===== config.mk =====
export PLATFORM = sky130hd
export DESIGN_NAME = alu_share_ctrl
export DESIGN_NICKNAME = d
export VERILOG_FILES = /design/src/rtl/alu_share_ctrl.sv
export SDC_FILE = /design/constraint.sdc
export NUM_CORES = 1
export LEC_CHECK = 0
export CORE_MARGIN = 2
export CORE_UTILIZATION = 53
export CTS_CLUSTER_DIAMETER = 40
export CTS_CLUSTER_SIZE = 12
export DETAILED_ROUTE_END_ITERATION = 6
export PLACE_DENSITY = 0.91
export SLEW_MARGIN = 30
export SYNTH_ARGS = -nofsm -noshare
export SYNTH_HDL_FRONTEND = slang
export SYNTH_SLANG_ARGS = --single-unit

===== constraint.sdc =====
create_clock -name clk -period 3.2 [get_ports clk]
set_input_delay 0.64 -clock clk [delete_from_list [all_inputs] [get_ports clk]]
set_output_delay 0.64 -clock clk [all_outputs]
set_load 0.05 [all_outputs]

===== src/rtl/alu_share_ctrl.sv =====
// alu_share_ctrl: shares one combinational ALU between two requesters (round-robin),
// buffering each result per requester. Define ALU_PSR_EN to keep the PSR flag register.

module alu #(
    parameter int WIDTH = 16
) (
    input  logic [WIDTH-1:0] a,
    input  logic [WIDTH-1:0] b,
    input  logic [3:0]       aluControl,
    output logic [WIDTH-1:0] result,
    output logic             C,
    output logic             L,
    output logic             F,
    output logic             Z,
    output logic             N
);
    logic [WIDTH:0] sum;
    logic [WIDTH:0] diff;

    assign sum  = {1'b0, a} + {1'b0, b};
    assign diff = {1'b0, a} - {1'b0, b};

    always_comb begin
        result = '0;
        C      = 1'b0;
        L      = 1'b0;
        F      = 1'b0;
        case (aluControl)
            4'b0000, 4'b1000: begin
                result = sum[WIDTH-1:0];
                C      = sum[WIDTH];
                F      = (a[WIDTH-1] == b[WIDTH-1]) && (sum[WIDTH-1] != a[WIDTH-1]);
            end
            4'b0001, 4'b0010: begin
                // C reports borrow; L is the unsigned a<b compare
                result = diff[WIDTH-1:0];
                C      = diff[WIDTH];
                L      = diff[WIDTH];
                F      = (a[WIDTH-1] != b[WIDTH-1]) && (diff[WIDTH-1] != a[WIDTH-1]);
            end
            4'b0011: result = a & b;
            4'b0100: result = a | b;
            4'b0101: result = a ^ b;
            default: result = '0;
        endcase
        Z = (result == '0);
        N = result[WIDTH-1];
    end
endmodule

module alu_share_ctrl #(
    parameter int WIDTH   = 16,
    parameter int RR_INIT = 0
) (
    input  logic             clk,
    input  logic             reset_n,
    input  logic             r0_req_valid,
    output logic             r0_req_ready,
    input  logic [3:0]       r0_op,
    input  logic [WIDTH-1:0] r0_a,
    input  logic [WIDTH-1:0] r0_b,
    output logic             r0_rsp_valid,
    input  logic             r0_rsp_ready,
    output logic [WIDTH-1:0] r0_result,
    output logic [4:0]       r0_flags,
    output logic             r0_err,
    input  logic             r1_req_valid,
    output logic             r1_req_ready,
    input  logic [3:0]       r1_op,
    input  logic [WIDTH-1:0] r1_a,
    input  logic [WIDTH-1:0] r1_b,
    output logic             r1_rsp_valid,
    input  logic             r1_rsp_ready,
    output logic [WIDTH-1:0] r1_result,
    output logic [4:0]       r1_flags,
    output logic             r1_err,
    output logic [4:0]       psr_flags
);
    typedef enum logic {IDLE, BUSY} state_t;

    state_t                     state_q, state_d;
    logic                       rr_q, rr_d;
    logic [3:0]                 op_q, op_d;
    logic [WIDTH-1:0]           a_q, a_d;
    logic [WIDTH-1:0]           b_q, b_d;
    logic                       id_q, id_d;
    logic [1:0]                 rsp_valid_q, rsp_valid_d;
    logic [1:0][WIDTH-1:0]      res_q, res_d;
    logic [1:0][4:0]            flags_q, flags_d;
    logic [1:0]                 err_q, err_d;

    logic                       elig0, elig1;
    logic                       grant_vld, grant_id;
    logic [WIDTH-1:0]           alu_res;
    logic                       alu_c, alu_l, alu_f, alu_z, alu_n;
    logic [4:0]                 alu_flags;
    logic                       op_arith, op_logic, op_legal;

    alu #(.WIDTH(WIDTH)) u_alu (
        .a          (a_q),
        .b          (b_q),
        .aluControl (op_q),
        .result     (alu_res),
        .C          (alu_c),
        .L          (alu_l),
        .F          (alu_f),
        .Z          (alu_z),
        .N          (alu_n)
    );

    assign alu_flags = {alu_c, alu_l, alu_f, alu_z, alu_n};
    assign op_arith  = op_q inside {4'b0000, 4'b1000, 4'b0001, 4'b0010};
    assign op_logic  = op_q inside {4'b0011, 4'b0100, 4'b0101};
    assign op_legal  = op_arith | op_logic;

    // Eligibility uses the registered buffer state, so a drain only frees the requester next cycle.
    assign elig0 = r0_req_valid & ~rsp_valid_q[0];
    assign elig1 = r1_req_valid & ~rsp_valid_q[1];

    always_comb begin
        grant_vld = 1'b0;
        grant_id  = 1'b0;
        if (elig0 && elig1) begin
            grant_vld = 1'b1;
            grant_id  = rr_q;
        end else if (elig0) begin
            grant_vld = 1'b1;
            grant_id  = 1'b0;
        end else if (elig1) begin
            grant_vld = 1'b1;
            grant_id  = 1'b1;
        end
    end

    assign r0_req_ready = (state_q == IDLE) & grant_vld & ~grant_id;
    assign r1_req_ready = (state_q == IDLE) & grant_vld & grant_id;

    always_comb begin
        state_d     = state_q;
        rr_d        = rr_q;
        op_d        = op_q;
        a_d         = a_q;
        b_d         = b_q;
        id_d        = id_q;
        rsp_valid_d = rsp_valid_q;
        res_d       = res_q;
        flags_d     = flags_q;
        err_d       = err_q;

        if (rsp_valid_q[0] && r0_rsp_ready) begin
            rsp_valid_d[0] = 1'b0;
            res_d[0]       = '0;
            flags_d[0]     = '0;
            err_d[0]       = 1'b0;
        end
        if (rsp_valid_q[1] && r1_rsp_ready) begin
            rsp_valid_d[1] = 1'b0;
            res_d[1]       = '0;
            flags_d[1]     = '0;
            err_d[1]       = 1'b0;
        end

        case (state_q)
            IDLE: begin
                if (grant_vld) begin
                    op_d    = grant_id ? r1_op : r0_op;
                    a_d     = grant_id ? r1_a  : r0_a;
                    b_d     = grant_id ? r1_b  : r0_b;
                    id_d    = grant_id;
                    rr_d    = ~grant_id;
                    state_d = BUSY;
                end
            end
            BUSY: begin
                // The target buffer was empty at grant, so no drain can collide with this write.
                res_d[id_q]       = op_legal ? alu_res : '0;
                flags_d[id_q]     = op_legal ? alu_flags : 5'b0;
                err_d[id_q]       = ~op_legal;
                rsp_valid_d[id_q] = 1'b1;
                state_d           = IDLE;
            end
            default: state_d = IDLE;
        endcase
    end

    always_ff @(posedge clk or negedge reset_n) begin
        if (!reset_n) begin
            state_q     <= IDLE;
            rr_q        <= (RR_INIT != 0);
            op_q        <= '0;
            a_q         <= '0;
            b_q         <= '0;
            id_q        <= 1'b0;
            rsp_valid_q <= '0;
            res_q       <= '0;
            flags_q     <= '0;
            err_q       <= '0;
        end else begin
            state_q     <= state_d;
            rr_q        <= rr_d;
            op_q        <= op_d;
            a_q         <= a_d;
            b_q         <= b_d;
            id_q        <= id_d;
            rsp_valid_q <= rsp_valid_d;
            res_q       <= res_d;
            flags_q     <= flags_d;
            err_q       <= err_d;
        end
    end

    assign r0_rsp_valid = rsp_valid_q[0];
    assign r1_rsp_valid = rsp_valid_q[1];
    assign r0_result    = res_q[0];
    assign r1_result    = res_q[1];
    assign r0_flags     = flags_q[0];
    assign r1_flags     = flags_q[1];
    assign r0_err       = err_q[0];
    assign r1_err       = err_q[1];

`ifdef ALU_PSR_EN
    logic [4:0] psr_q, psr_d;

    // Logical ops only refresh Z and N; carry/low/overflow keep their last arithmetic value.
    always_comb begin
        psr_d = psr_q;
        if (state_q == BUSY) begin
            if (op_arith) begin
                psr_d = alu_flags;
            end else if (op_logic) begin
                psr_d[1:0] = alu_flags[1:0];
            end
        end
    end

    always_ff @(posedge clk or negedge reset_n) begin
        if (!reset_n) begin
            psr_q <= '0;
        end else begin
            psr_q <= psr_d;
        end
    end

    assign psr_flags = psr_q;
`else
    assign psr_flags = 5'b0;
`endif

endmodule


* Word level (Yosys, flattened, before mapping) *
Index checks and enable logic that the tools add are counted.

storage, ports and cells
  register bits = 85
  input bits = 78
  output and inout port bits = 53
  logic and storage cells = 91

operators by class
  add/sub/neg operators = 2
  order comparisons = 2
  equality and inequality tests = 10
  muxes and demuxes = 37
  bitwise operators = 15
  reductions and logical operators = 13

operator list
  cell                                                              number
  16-bit 2-to-1 mux                                                 6
  16-bit one-hot mux with 5 select lines                            1
  32-bit bitwise mux                                                1
  32-bit 2-to-1 mux                                                 1
  5-bit 2-to-1 mux                                                  4
  16-bit by 16-bit adder with 17-bit output                         1
  16-bit by 16-bit subtractor with 17-bit output                    1
  16-bit AND                                                        1
  16-bit demux with 1-bit select                                    1
  16-bit logical NOT                                                1
  16-bit bitwise OR                                                 1
  16-bit bitwise XOR                                                1
  1-bit 2-to-1 mux                                                  12
  10-bit bitwise mux                                                1
  10-bit 2-to-1 mux                                                 1
  4-bit by 2-bit == test with 1-bit output (second input constant)  2
  4-bit by 3-bit == test with 1-bit output (second input constant)  2
  1-bit logical AND                                                 6
  1-bit one-hot mux with 2 select lines                             3
  1-bit AND                                                         5
  5-bit demux with 1-bit select                                     1
  1-bit inverter                                                    5
  4-bit by 1-bit == test with 1-bit output (second input constant)  1
  4-bit == test (second input constant)                             1
  other kinds (15)                                                  19

* Longest topological paths before layout *
Gate-level depths: netlist of run 1.

  depth after elaboration = 7
  depth in mapped cells = 13
  mapped depth without buffers = 13

* Cells and area by module *
A second synthesis of run 1 with hierarchy kept.

second synthesis, totals
  cell total of the unflattened synthesis = 648
  area total of the unflattened synthesis = 6,147.1 um2

by module, submodules not included
  module          times used  cells an instance  area each (um2)  sequential area each (um2)
  alu_share_ctrl  1           257                3,543.4          2,127.0
  alu             1           391                2,603.7          0.0

* Worst setup path after synthesis of run 1 *
Ideal clock, no wire load.

  path type = reg2reg
  start point = register b_q[0]
  end point = register flags_q, in the netlist r0_flags[1]
  setup time = 0.095 ns
  arrival = 2.675 ns
  setup slack = 0.430 ns
  cell stages (with the launch flop) = 12
  path buffers = 0
  clock period less this slack = 2.770 ns
  cells stage by stage = dfrtp_1 ha_1 fa_1 a21oi_1 o22ai_2 o211ai_2 and2_2 o21ai_0 a221o_1 nor4_2 nand4b_1 o31ai_1

RTL lines
  item                    RTL line  RTL
  from (decl)             85        logic [WIDTH-1:0] b_q, b_d;
  from (signal assigned)  192       b_q <= '0;
  from (signal assigned)  203       b_q <= b_d;
  to (signal assigned)    207       flags_q <= flags_d;
  to (decl)               89        logic [1:0][4:0] flags_q, flags_d;

==> impl_metrics.csv, run 1 <==
group,metric,value,unit
yosys,synthFlopType,"dfrtp_1",
run,max_cap_viol_count,0,
yosys,synth_seq_cells,85,
timing,post-route-min-period,3.09,ns
clock_tree,htreeDepth,3,
status,status,"finished, violations left",
layout,fin_area,8100,um^2
floorplanning,die_h,114,um
detailed_routing,ant_nets,0,
yosys,synthesis.area,6350,um^2
status,violations,"design-rule violations",
timing,skew,0.00778,ns
placed_design,dp_hpwl,14.5,mm
floorplanning,die_w,114,um
yosys,ys_seq_area_share,33.5,%
critical_path,crit_type,"register to register",
timing,fin_crit_sh,96.6,%
layout,antenna_cells,0,
clock_tree,root_buffer,"clkbuf_16",
yosys,synth.avg_cell_area,8.94,um^2
global_routing,grt_pass1_vias,6023,
clock_tree,clk_latency,0.35,ns
clock_tree,clkSlewWorstSetupHoldPaths,0.07,ns
detailed_routing,vias_per_cell,6.41,
global_routing,grt_pass1_wl,30.6,mm
placed_design,placement.cell_area,7710,um^2
floorplanning,core_region_area,11600,um^2
layout,final_common_cell,"clkdlybuf4s50_1",
clock_tree,cts_tree,"done",
floorplanning,initial_core_util,54.9,%
yosys,synth-edff-count,0,
critical_path,cp-end-kind,"register",
timing,tightest_slew,0.780,ns
clock_tree,cts_sinks,85,
yosys,async_reset_ff_share,100,%
detailed_routing,routedWlPerCell,19.7,um
min_path,hp-class,"input pin to asynchronous set/reset pin",
yosys,ys_types,95,
global_routing,grt_max_degree,86,
floorplanning,rows,39,
critical_path,arrival,3.34,ns
critical_path,critical-path-max-stage-delay,0.41,ns
critical_path,cp_cell_sequence,"ha_1 -> fa_2 -> a21oi_2 -> o22ai_2 -> o211ai_2 -> and2_2 -> o21ai_0 -> a221o_1 -> nor4_2 -> nand4b_1 -> o31ai_1",
timing,drv_slew,0,
layout,area_delta_synth_final,27.5,%
timing,setup_viol,0,
yosys,ys.warnings.count,0,
detailed_routing,wirelength,19.3,mm
critical_path,critPathSlowestCell,"dfrtp_1",
yosys,syn_inst,711,
layout,drive_gt1_share,12.0,%
placed_design,gp_congestion,0.995,
layout,final_cell_mix,"clkdlybuf4s50_1, inv_1, dfrtp_1",
detailed_routing,dr.pass1.iters,7,
critical_path,crit_family,"compound AO/OA/AOI/OAI gates",
layout,nFillCells,856,
detailed_routing,via_count,6278,
clock_tree,holdBufCountCts,0,
critical_path,critPathRequiredTime,3.45,ns
global_routing,grt-ovfl-total,0,
critical_path,start_kind,"register",
global_routing,antenna_found_initial,0,
critical_path,cp_max_fo,5,
floorplanning,dieArea,12900,um^2
timing,slew_headroom,47.2,%
placed_design,port_buffers,125,
detailed_routing,drc,9,
detailed_routing,first_iter_violations,1004,
timing,hold_viol,0,
critical_path,crit_buf_inv,0,
clock_tree,clock_tree.buffer_depth,2,
global_routing,gr-usage-all-layers,30.0,%
timing,fmax,324,MHz
clock_tree,numCtsBuffers,9,
floorplanning,ioPinCount,131,
layout,nets,962,
Yosys cell counts, drive strengths merged (3+ instances only):
master | number | area [um^2]
nand4b | 5 | 43.8
a222oi | 37 | 370
nand2 | 54 | 205
or2 | 4 | 25.0
nor4 | 7 | 56.3
o21a | 4 | 30.0
clkbuf | 29 | 160
buf | 25 | 196
a21oi | 40 | 204
a2bb2oi | 4 | 35.0
xnor2 | 4 | 42.6
o32ai | 4 | 35.0
a22o | 22 | 195
a22oi | 6 | 45.0
nor2 | 52 | 203
a31oi | 8 | 50.1
o31ai | 7 | 62.6
and3 | 3 | 23.8
nor3 | 10 | 60.1
a21o | 11 | 83.8
o211ai | 10 | 80.1
dfrtp | 85 | 2130
nand3 | 6 | 30.0
nand4 | 4 | 25.0
o21ai | 49 | 245
nor2b | 10 | 62.6
o311a | 3 | 30.0
or4b | 3 | 30.0
or3 | 5 | 31.3
o22ai | 3 | 25.0
o31a | 4 | 35.0
o221ai | 3 | 26.3
nand2b | 4 | 25.0
inv | 85 | 319
ha | 51 | 638
metal layers:
metal  vias up  share of wire [%]  GRT usage, %
met2       402                 47          49.2
met5         -                  0             0
li1       2837                  -             -
met4         0                3.7          12.5
met3        60                8.8          4.99
met1      2979                 41          39.5
area by class of cell:
cell class	count	area, um^2	area share [%]
clock buffers	9	225	2.78
repair buffers	161	1540	19.0
multi-input cells	489	3620	44.6
well taps	143	179	2.21
flip-flops and latches	85	2130	26.3
clock inverters	7	88.8	1.10
inverters	85	319	3.94
flip-flops by register name (all words and copies together), names as in the netlist:
name	count
b_q	16
r0_flags	5
r1_result	16
rr_q	1
state_q	1
r0_result	16
r1_flags	5
op_q	4
a_q	16
id_q	1
err_q	2
rsp_valid_q	2
metrics by stage:
step | hold WS (ns) | TNS (ns) | instances | util, % | setup slack, ns
after global routing | 0.393 | -0.179 | 979 | 70.0 | -0.124
after floorplan | 0.344 | 0 | 715 | - | 0.430
after CTS | 0.370 | 0 | 975 | 69.4 | 0.0926
final | 0.302 | 0 | 979 | 70.0 | 0.110
after global placement | 0.464 | 0 | 959 | 66.6 | 0.206
after detailed placement | 0.477 | 0 | 959 | 66.7 | 0.107
cells by family (layout without fill, tap and decap cells):
kind of cell               Yosys count  after routing  synth area share, %
AOI/OAI and AO/OA                  243            243                 28.9
and+or+nand+nor                    181            181                 14.8
buffers and inverters              141            262                 11.0
DFF                                 85             85                 33.5
adders and majority gates           53             53                 10.7
xor gates and xnor gates             5              5                0.807
muxes                                2              2                0.335
other                                1              5               0.0590
worst reg2reg max path, delay by kind of cell, from the launching register on:
family	cells	cell delay, ns
compound gates	6	1.33
fa+ha+maj	2	0.63
flops	1	0.41
simple gates	3	0.61
worst paths after layout:
| kind | start | endpoint | slack, ns | cells after the start |
|---|---|---|---|---|
| max in group asynchronous | reset_n | b_q[1]$_DFFE_PN0P_ | 2.31 | 1 |
| worst min-delay path | reset_n | r1_result[11]$_DFF_PN0_ | 0.30 | 1 |
| worst max register to register | a_q[0]$_DFFE_PN0P_ | r0_flags[1]$_DFF_PN0_ | 0.11 | 11 |
| worst max-delay path | a_q[0]$_DFFE_PN0P_ | r0_flags[1]$_DFF_PN0_ | 0.11 | 11 |
| min in group clk | r0_result[11]$_DFF_PN0_ | r0_result[11]$_DFF_PN0_ | 0.49 | 2 |
| worst min register to register | r0_result[11]$_DFF_PN0_ | r0_result[11]$_DFF_PN0_ | 0.49 | 2 |
what timing repair did:
| item | in CTS | in global routing |
|---|---|---|
| setup endpoints to repair | 0 | 5 |
| buffers inserted | 0 | 4 |
| resized for setup | 0 | 15 |
Power of run 1 is left out: the tool's default activity adds up to more than one toggle a clock period on the data nets, which glitch-free logic cannot reach.
==> run 2: changes to the inputs <==
- CORE_UTILIZATION: 53 -> 54
- CTS_BUF_LIST: default -> sky130_fd_sc_hd__clkbuf_8
- PLACE_DENSITY: 0.91 -> 0.93
- SLEW_MARGIN: 30 -> 10
==> run 2 against run 1 <==
Compared with the run above: the run now ends clean; sequential cell count unchanged; global-route usage decreased by 0.92 points; first-iteration DRC count decreased by 0.90%; cell area decreased by 0.87%; fmax increased by 0.96%; critical endpoint unchanged; highest routed layer unchanged.
==> impl_metrics.csv, run 2 (synthesis gave the netlist of run 1 again) <==
group,metric,value,unit
detailed_routing,first_iter_violations,995,
timing,slew_headroom,30.5,%
detailed_routing,vias_per_cell,6.38,
floorplanning,die_w,112,um
timing,skew,0.0245,ns
critical_path,crit_buf_inv,2,
layout,nFillCells,882,
critical_path,arrival,3.33,ns
timing,hold_ws,0.425,ns
min_path,hp-class,"input pin to asynchronous set/reset pin",
clock_tree,cts_tree,"done",
critical_path,critical-path-max-stage-delay,0.42,ns
global_routing,grt_pass1_vias,5910,
floorplanning,ioPinCount,131,
layout,area_delta_synth_final,26.4,%
critical_path,cp_cell_sequence,"inv_2 -> ha_2 -> inv_1 -> fa_2 -> nor2b_2 -> o21ba_2 -> o21ai_1 -> o2bb2ai_1 -> o211ai_1 -> or2b_1 -> nor4_2 -> nand4b_1 -> o31ai_1",
status,status,"complete, no violations",
critical_path,crit_family,"compound AO/OA/AOI/OAI gates",
clock_tree,numCtsBuffers,9,
floorplanning,dieArea,12700,um^2
timing,drv_slew,0,
layout,multiInputGateArea,3690,um^2
floorplanning,die_h,112,um
timing,fmax,327,MHz
global_routing,grt-ovfl-total,0,
run,max_cap_viol_count,0,
detailed_routing,ant_nets,0,
critical_path,cp_max_fo,3,
placed_design,dp_hpwl,13.9,mm
detailed_routing,wirelength,18.7,mm
layout,final_cell_mix,"clkdlybuf4s50_1, inv_1, dfrtp_1",
critical_path,crit_type,"register to register",
critical_path,start_kind,"register",
layout,drive_gt1_share,13.1,%
clock_tree,clkSlewWorstSetupHoldPaths,0.10,ns
floorplanning,rows,39,
detailed_routing,drc,0,
timing,fin_crit_sh,95.6,%
timing,hold_viol,0,
floorplanning,initial_core_util,55.4,%
clock_tree,holdBufCountCts,0,
detailed_routing,via_count,6224,
global_routing,grt_pass1_wl,29.9,mm
critical_path,critPathSlowestCell,"dfrtp_1",
detailed_routing,routedWlPerCell,19.2,um
layout,nets,958,
global_routing,grt_max_degree,86,
layout,antenna_cells,0,
placed_design,port_buffers,125,
clock_tree,root_buffer,"clkbuf_8",
global_routing,gr-usage-all-layers,29.0,%
clock_tree,cts_sinks,85,
clock_tree,htreeDepth,3,
floorplanning,core_region_area,11500,um^2
detailed_routing,dr.pass1.iters,7,
layout,final-seq-area,2130,um^2
timing,post-route-min-period,3.06,ns
clock_tree,clock_tree.buffer_depth,2,
global_routing,antenna_found_initial,0,
clock_tree,clk_latency,0.38,ns
timing,setup_viol,0,
placed_design,gp_congestion,1.02,
critical_path,critPathRequiredTime,3.47,ns
critical_path,cp-end-kind,"register",
timing,tightest_slew,1.04,ns
layout,final_common_cell,"clkdlybuf4s50_1",
[run 2: timing repair]
| action | in CTS | in global routing |
|---|---|---|
| buffers inserted | 0 | 7 |
| endpoints found under the setup margin | 0 | 10 |
| resized for setup | 0 | 36 |
[run 2: final timing paths]
path                                   startpoint  depth (start not counted)  slack, ns                 endpoint
max                            a_q[0]$_DFFE_PN0P_                         13       0.14    r0_flags[1]$_DFF_PN0_
min                                       reset_n                          1       0.43  r1_result[11]$_DFF_PN0_
max reg2reg                    a_q[0]$_DFFE_PN0P_                         13       0.14    r0_flags[1]$_DFF_PN0_
min reg2reg                r1_result[5]$_DFF_PN0_                          2       0.49   r1_result[5]$_DFF_PN0_
max in group asynchronous                 reset_n                          1       2.03      op_q[0]$_DFFE_PN0P_
min in group clk           r1_result[5]$_DFF_PN0_                          2       0.49   r1_result[5]$_DFF_PN0_
[run 2: cell type report]
class                      count  share of cell area, %
multi-input combinational    489                   46.0
sequential                    85                   26.6
timing repair buffer         157                   18.8
inverter                      85                   3.97
tap                          143                   2.23
clock buffer                   9                   1.54
clock inverter                 7                  0.919
[run 2: stage by stage]
| stage | setup TNS, ns | setup slack (ns) | std cells | util (%) | area [um^2] |
|---|---|---|---|---|---|
| after detailed placement | 0 | 0.0850 | 952 | 66.7 | 7650 |
| after global placement | 0 | 0.205 | 952 | 66.7 | 7650 |
| final | 0 | 0.140 | 975 | 70.0 | 8030 |
| after CTS | 0 | 0.0501 | 968 | 68.4 | 7850 |
| after global routing | -0.0215 | -0.0215 | 975 | 70.0 | 8030 |
| after floorplan | 0 | 0.430 | 715 | - | 6370 |
[run 2: routing by layer]
metal	track usage, %	part of all wire (%)	wire [um]	vias up
met2	46.4	47	8810	389
met1	39.8	41	7690	2957
met3	5.24	8.8	1650	54
met4	10.5	2.8	532	0
met5	0	0	0	-
li1	-	-	-	2824
Power of run 2 is left out for the same reason.
==> run 3: changes to the inputs <==
- CTS_CLUSTER_SIZE: 12 -> 16
==> results of run 3 <==
Final layout, timing and power as in run 2 (identical DEF).
Power of run 3 is left out for the same reason.
